===== src/rtl/shift_arb_pkg.sv =====
// +--------------------------------------------------------------------------+
// | Module   : shift_arb_pkg                                                 |
// | Purpose  : Shared defaults and tag type for the shifter front-end arbiter|
// | Revision : 1.0                                                           |
// +--------------------------------------------------------------------------+
`default_nettype none

package shift_arb_pkg;

    localparam int N_REQ_DEF    = 4;
    localparam int DATA_W_DEF   = 32;
    localparam int SHAMT_W_DEF  = 5;
    localparam int PIPE_LAT_DEF = 5;

    localparam int ID_W = $clog2(N_REQ_DEF);

    typedef struct packed {
        logic            valid;
        logic [ID_W-1:0] id;
    } tag_t;

endpackage

`default_nettype wire


===== src/rtl/rr_arbiter.sv =====
// +--------------------------------------------------------------------------+
// | Module   : rr_arbiter                                                    |
// | Purpose  : Request vector to one-hot grant; round-robin pointer when     |
// |            SHIFT_ARB_RR_EN is defined, fixed lowest-index otherwise.     |
// | Revision : 1.0                                                           |
// +--------------------------------------------------------------------------+
`default_nettype none

module rr_arbiter
    import shift_arb_pkg::*;
#(
    parameter int N_REQ = N_REQ_DEF
) (
`ifdef SHIFT_ARB_RR_EN
    input  logic             clk,
    input  logic             reset,
`endif
    input  logic [N_REQ-1:0] req_valid,
    output logic [N_REQ-1:0] grant,
    output logic [ID_W-1:0]  grant_id,
    output logic             grant_any
);

`ifdef SHIFT_ARB_RR_EN
    logic [ID_W-1:0] ptr_q;
    logic [ID_W-1:0] ptr_d;
    logic [ID_W-1:0] idx;

    // Search begins at the pointer and wraps, so the last winner goes to the back.
    always_comb begin
        grant     = '0;
        grant_id  = '0;
        grant_any = 1'b0;
        idx       = '0;
        for (int off = 0; off < N_REQ; off++) begin
            idx = ID_W'((int'(ptr_q) + off) % N_REQ);
            if (!grant_any && req_valid[idx]) begin
                grant_any = 1'b1;
                grant_id  = idx;
            end
        end
        if (grant_any) begin
            grant[grant_id] = 1'b1;
        end
    end

    always_comb begin
        ptr_d = ptr_q;
        if (grant_any) begin
            ptr_d = (grant_id == ID_W'(N_REQ - 1)) ? '0 : grant_id + ID_W'(1);
        end
    end

    always_ff @(posedge clk or negedge reset) begin
        if (!reset) begin
            ptr_q <= '0;
        end else begin
            ptr_q <= ptr_d;
        end
    end
`else
    always_comb begin
        grant     = '0;
        grant_id  = '0;
        grant_any = |req_valid;
        for (int i = N_REQ - 1; i >= 0; i--) begin
            if (req_valid[i]) begin
                grant_id = ID_W'(i);
            end
        end
        if (grant_any) begin
            grant[grant_id] = 1'b1;
        end
    end
`endif

endmodule

`default_nettype wire


===== src/rtl/shift_arbiter.sv =====
// +--------------------------------------------------------------------------+
// | Module   : shift_arbiter                                                 |
// | Purpose  : Shares one pipelined barrel shifter among N_REQ requesters;   |
// |            SHIFT_ARB_RR_EN selects round-robin over fixed priority.      |
// | Revision : 1.0                                                           |
// +--------------------------------------------------------------------------+
`default_nettype none

module shift_arbiter
    import shift_arb_pkg::*;
#(
    parameter int N_REQ    = N_REQ_DEF,
    parameter int DATA_W   = DATA_W_DEF,
    parameter int SHAMT_W  = SHAMT_W_DEF,
    parameter int PIPE_LAT = PIPE_LAT_DEF,
    parameter int IF_W     = $clog2(PIPE_LAT + 1)
) (
    input  logic                       clk,
    input  logic                       reset,
    input  logic [N_REQ-1:0]           req_valid,
    output logic [N_REQ-1:0]           req_ready,
    input  logic [N_REQ*DATA_W-1:0]    req_data,
    input  logic [N_REQ*SHAMT_W-1:0]   req_shamt,
    input  logic [N_REQ-1:0]           req_dir,
    output logic [DATA_W-1:0]          sh_I,
    output logic [SHAMT_W-1:0]         sh_S,
    output logic                       sh_R,
    input  logic [DATA_W-1:0]          sh_O,
    output logic [N_REQ-1:0]           resp_valid,
    output logic [DATA_W-1:0]          resp_data,
    output logic [IF_W-1:0]            inflight
);

    // The tag id width is fixed in the package, so N_REQ must agree with it.
    if ($clog2(N_REQ) != ID_W) begin : g_id_w_check
        $error("shift_arbiter: N_REQ does not match package ID_W");
    end

    logic [N_REQ-1:0] grant;
    logic [ID_W-1:0]  grant_id;
    logic             xfer;

    rr_arbiter #(
        .N_REQ     (N_REQ)
    ) u_arb (
`ifdef SHIFT_ARB_RR_EN
        .clk       (clk),
        .reset     (reset),
`endif
        .req_valid (req_valid),
        .grant     (grant),
        .grant_id  (grant_id),
        .grant_any (xfer)
    );

    assign req_ready = grant & {N_REQ{reset}};

    logic [DATA_W-1:0]  sh_i_q, sh_i_d;
    logic [SHAMT_W-1:0] sh_s_q, sh_s_d;
    logic               sh_r_q, sh_r_d;

    always_comb begin
        sh_i_d = '0;
        sh_s_d = '0;
        sh_r_d = 1'b0;
        if (xfer) begin
            sh_i_d = req_data[grant_id*DATA_W +: DATA_W];
            sh_s_d = req_shamt[grant_id*SHAMT_W +: SHAMT_W];
            sh_r_d = req_dir[grant_id];
        end
    end

    tag_t             tag_q [PIPE_LAT];
    tag_t             tag_d [PIPE_LAT];
    logic [N_REQ-1:0] resp_valid_q, resp_valid_d;
    logic [IF_W-1:0]  inflight_q, inflight_d;
    logic             done;

    always_comb begin
        tag_d[0].valid = xfer;
        tag_d[0].id    = grant_id;
        for (int i = 1; i < PIPE_LAT; i++) begin
            tag_d[i] = tag_q[i-1];
        end
    end

    // The response flop lines the tag up with sh_O, which trails the issue
    // register by PIPE_LAT edges; it is not counted as in flight.
    assign done = tag_q[PIPE_LAT-1].valid;

    always_comb begin
        resp_valid_d = '0;
        if (done) begin
            resp_valid_d[tag_q[PIPE_LAT-1].id] = 1'b1;
        end
    end

    always_comb begin
        inflight_d = inflight_q;
        if (xfer && !done) begin
            inflight_d = inflight_q + IF_W'(1);
        end else if (!xfer && done) begin
            inflight_d = inflight_q - IF_W'(1);
        end
    end

    always_ff @(posedge clk or negedge reset) begin
        if (!reset) begin
            sh_i_q       <= '0;
            sh_s_q       <= '0;
            sh_r_q       <= 1'b0;
            resp_valid_q <= '0;
            inflight_q   <= '0;
            for (int i = 0; i < PIPE_LAT; i++) begin
                tag_q[i] <= '0;
            end
        end else begin
            sh_i_q       <= sh_i_d;
            sh_s_q       <= sh_s_d;
            sh_r_q       <= sh_r_d;
            resp_valid_q <= resp_valid_d;
            inflight_q   <= inflight_d;
            for (int i = 0; i < PIPE_LAT; i++) begin
                tag_q[i] <= tag_d[i];
            end
        end
    end

    assign sh_I       = sh_i_q;
    assign sh_S       = sh_s_q;
    assign sh_R       = sh_r_q;
    assign resp_valid = resp_valid_q;
    assign resp_data  = sh_O;
    assign inflight   = inflight_q;

endmodule

`default_nettype wire


===== config.mk =====
export PLATFORM = sky130hd
export DESIGN_NAME = shift_arbiter
export DESIGN_NICKNAME = d
export VERILOG_FILES = /design/src/rtl/shift_arb_pkg.sv /design/src/rtl/rr_arbiter.sv /design/src/rtl/shift_arbiter.sv
export SDC_FILE = /design/constraint.sdc
export NUM_CORES = 1
export LEC_CHECK = 0
export CAP_MARGIN = 5
export CORE_ASPECT_RATIO = 1.4
export CORE_MARGIN = 5
export CORE_UTILIZATION = 32
export DETAILED_ROUTE_END_ITERATION = 7
export PLACE_DENSITY = 0.91
export SYNTH_ARGS = -nofsm -noshare
export SYNTH_HDL_FRONTEND = slang
export SYNTH_HIERARCHICAL = 1
export SYNTH_SLANG_ARGS = --single-unit

===== constraint.sdc =====
create_clock -name clk -period 1.9 [get_ports clk]
set_input_delay 0.19 -clock clk [delete_from_list [all_inputs] [get_ports clk]]
set_output_delay 0.19 -clock clk [all_outputs]
set_load 0.01 [all_outputs]

==> results_dict.tcl <==
set metrics [dict create \
    outcome "completed" \
    hold_class "input pin to asynchronous set/reset pin" \
    mappedNetlistNets 401 \
    synth.yosys.warnings 6 \
    crit_required_ns 2.11 \
    final_setup_violation_count 0 \
    place_congestion 0.8379 \
    path_cells "clkdlybuf4s50_1, nor2_1, nand2_1, ha_1, inv_1, fa_1, mux2_2" \
    number_of_antenna_diodes 0 \
    crit-reg2reg-launch "done$_DFF_PN0_" \
    wl_mm 9.949 \
    post_synth_edffs 0 \
    setup_repair_after_global_routing_missed_its_margin "false" \
    die_height_microns 126.6 \
    cpMaxStageDelayCell "clkdlybuf4s50_1" \
    area_growth_pct 74.92 \
    fp.dieArea_sq_um 11810 \
    die_width_microns 93.29 \
    syn-mean-instance-area_sq_um 14.87 \
    start_util_pct 32.86 \
    placement.cell_area_sq_um 5105 \
    grt_start_max_net_pins 61 \
    number_of_library_cell_types_mapped_by_synthesis 21 \
    clock_skew_ns 0.002794 \
    final.period_utilization_pct 92.89 \
    detail_placement_hpwl_mm 8.234 \
    p_leak_nw 2.166 \
    setup_slack_of_the_most_critical_reg_to_reg_path_ns 0.26 \
    average_detailed_routed_wire_length_per_instance_microns 19.62 \
    ant_nets 0 \
    htree_levels 3 \
    worstSkewPairLatency_ns 0.33 \
    post_synth_inst_count 209 \
    worstRegToRegCells 7 \
    maxCapViolCount 0 \
    tritoncts.num_buffers 9 \
    path_clk_slew_ns 0.05 \
    cts_tree "yes" \
    crit_type "input pin to flip-flop" \
    clock_path_buffers 2 \
    drtPass1Iterations 2 \
    worst-slew-pin-transition_ns 0.7363 \
    cpLargestDelayFamily "adder cells" \
    critPathCaptureType "flip-flop" \
    cts.hold.buffers_added 0 \
    grt_first_pass_wirelength_mm 14.96 \
    per_cell_via_count_in_the_routed_design 4.732 \
    worst_setup_path_start_kind "input pin" \
    core_sq_um 9459 \
    grt_util_all_layers_pct 17.16 \
    synth_commonest_cells "dfrtp_1, and2_1, mux4_2" \
    fin_crit_ns 1.765 \
    post_route_cells_drive_above_1_share_pct 17.13 \
    tightest_hold_margin_ns 0.1183 \
    arrival_ns 1.97 \
    number_of_port_buffers 206 \
    drc 0 \
    postSynthRegisterBits 60 \
    io_pins 271 \
    timing.rr.end "inflight[2]$_DFFE_PN0P_" \
    root_buffer "clkbuf_16" \
    ir_worst_vdd_mv 0.3919 \
    worst-path-buf-inv 2 \
    nets 584 \
    timing_max_transition_violations_final 0 \
    powerDensity_nw_per_um2 793.4 \
    register_area_sq_um 1501 \
    synthArstFlopShare_pct 100.0 \
    synthDominantCellAreaShare_pct 48.31 \
    synthTopCellsByArea "dfrtp_1, mux4_2, and2_1" \
    cts_post_setup_buffers_inserted 0 \
    design_area_sq_um 5436 \
    critical_path.max_fanout 2 \
    maxClockFrequency_mhz 566.6 \
    drtIter0Drc 61 \
    yosys.cell_count.top_type "dfrtp_1" \
    finalHoldViolations 0 \
    synth-seq-area-share_pct 48.31 \
    synthDominantAreaCellType "dfrtp_1" \
    clock_sink_count 60 \
    antenna_found_initial 1 \
    grt_remaining_overflow 0 \
    multi_input_comb_area_sq_um 1285 \
    worst_path_largest_cell_delay_ns 0.47 \
    post_cts.resized_instances 0 \
    leading_register_cell_type_out_of_synthesis "dfrtp_1" \
    fillerInstances 764 \
    core.rowCount 42 \
    post_synth_instance_area_sq_um 3108 \
    vias 2399 \
    number_of_global_route_vias_before_repair 2847 \
    timing.slew.headroom_pct 50.91 \
]
-- per-stage QoR --
| stage | utilization [%] | total power (W) | setup WS [ns] | instances | setup TNS, ns |
|---|---|---|---|---|---|
| 3_5_place_dp | 53.97 | 0.002620 | -0.2411 | 491 | -8.497 |
| 5_1_grt | 57.47 | 0.004520 | 0.04456 | 507 | 0 |
| 4_1_cts | 57.34 | 0.004381 | 0.04773 | 507 | 0 |
| 2_1_floorplan | - | 0.001975 | 0.2289 | 209 | 0 |
| 6_report | 57.47 | 0.004314 | 0.1351 | 507 | 0 |
| 3_3_place_gp | 53.97 | 0.002583 | -0.1820 | 491 | -6.516 |
-- cell families (layout without fill, tap and decap cells) --
| logic type | after synthesis | count (layout) | share of synthesized area (%) |
|---|---|---|---|
| flip-flops | 60 | 60 | 48.31 |
| AND/OR/NAND/NOR | 56 | 56 | 10.63 |
| buffers and inverters | 48 | 236 | 11.11 |
| multiplexers | 39 | 39 | 27.90 |
| XOR/XNOR | 3 | 3 | 0.8456 |
| adder cells (fa/ha/maj) | 2 | 2 | 1.047 |
| AO/OA/AOI/OAI | 1 | 1 | 0.1609 |
-- per-layer routing --
layer,share of wire (%),track usage (%),vias to the layer above
met3,12,9.656,33
met4,3.5,8.283,2
met5,0.11,0,-
met2,51,28.52,163
met1,33,17.12,1126
li1,-,-,1075
-- worst max-delay path by stage --
stage	startpoint	endpoint	slack (ns)	cells after the start
after floorplan	req_valid[2]	sh_I[10]$_DFF_PN0_	0.23	5
after global placement	req_valid[2]	sh_R$_DFF_PN0_	-0.18	6
after detailed placement	req_valid[2]	sh_I[15]$_DFF_PN0_	-0.24	6
after CTS	req_valid[2]	req_ready[3]	0.05	5
after global routing	req_valid[3]	inflight[2]$_DFFE_PN0P_	0.04	9
final	req_valid[3]	inflight[1]$_DFFE_PN0P_	0.14	7
-- sequential cells by signal (all words and copies together) (netlist names) --
signal,count
sh_I,32
tag_d,12
sh_S,5
resp_valid,4
inflight,3
tag_q,2
done,1
sh_R,1
-- layout make-up --
cell class	instances	area share, %
clock inverter	4	1.335
timing repair buffer	217	40.14
tap	110	2.532
sequential	60	27.62
inverter	3	0.2071
multi-input combinational	101	23.64
clock buffer	12	4.534
-- cell usage in the layout (no fill, tap or decap), types with 2 or more instances in the layout --
master and instances:
and2_1 43, buf_12 3, buf_4 8, bufinv_16 2, clkbuf_1 2, clkbuf_16 9
clkdlybuf4s50_1 203, dfrtp_1 60, dlymetal6s2s_1 2, inv_1 3, mux4_2 38, nand2_1 2
nor2_1 5, nor3_1 2, xor2_1 2
-- where the power goes --
| group | switching (W) | internal [W] | total, W |
|---|---|---|---|
| logic | 0.000343 | 0.000751 | 0.00109 |
| registers | 0.0000643 | 0.00142 | 0.00149 |
| clock network | 0.000550 | 0.00118 | 0.00173 |
| total | 0.000958 | 0.00336 | 0.00431 |
-- worst reg2reg max path: stages (launching register included) --
cell	delay, ns
dfrtp_1	0.39
inv_1	0.12
ha_1	0.18
inv_1	0.06
fa_1	0.37
xor2_1	0.17
nor2_1	0.12
xor2_1	0.16
No activity file was read; power rests on OpenSTA's default activity.
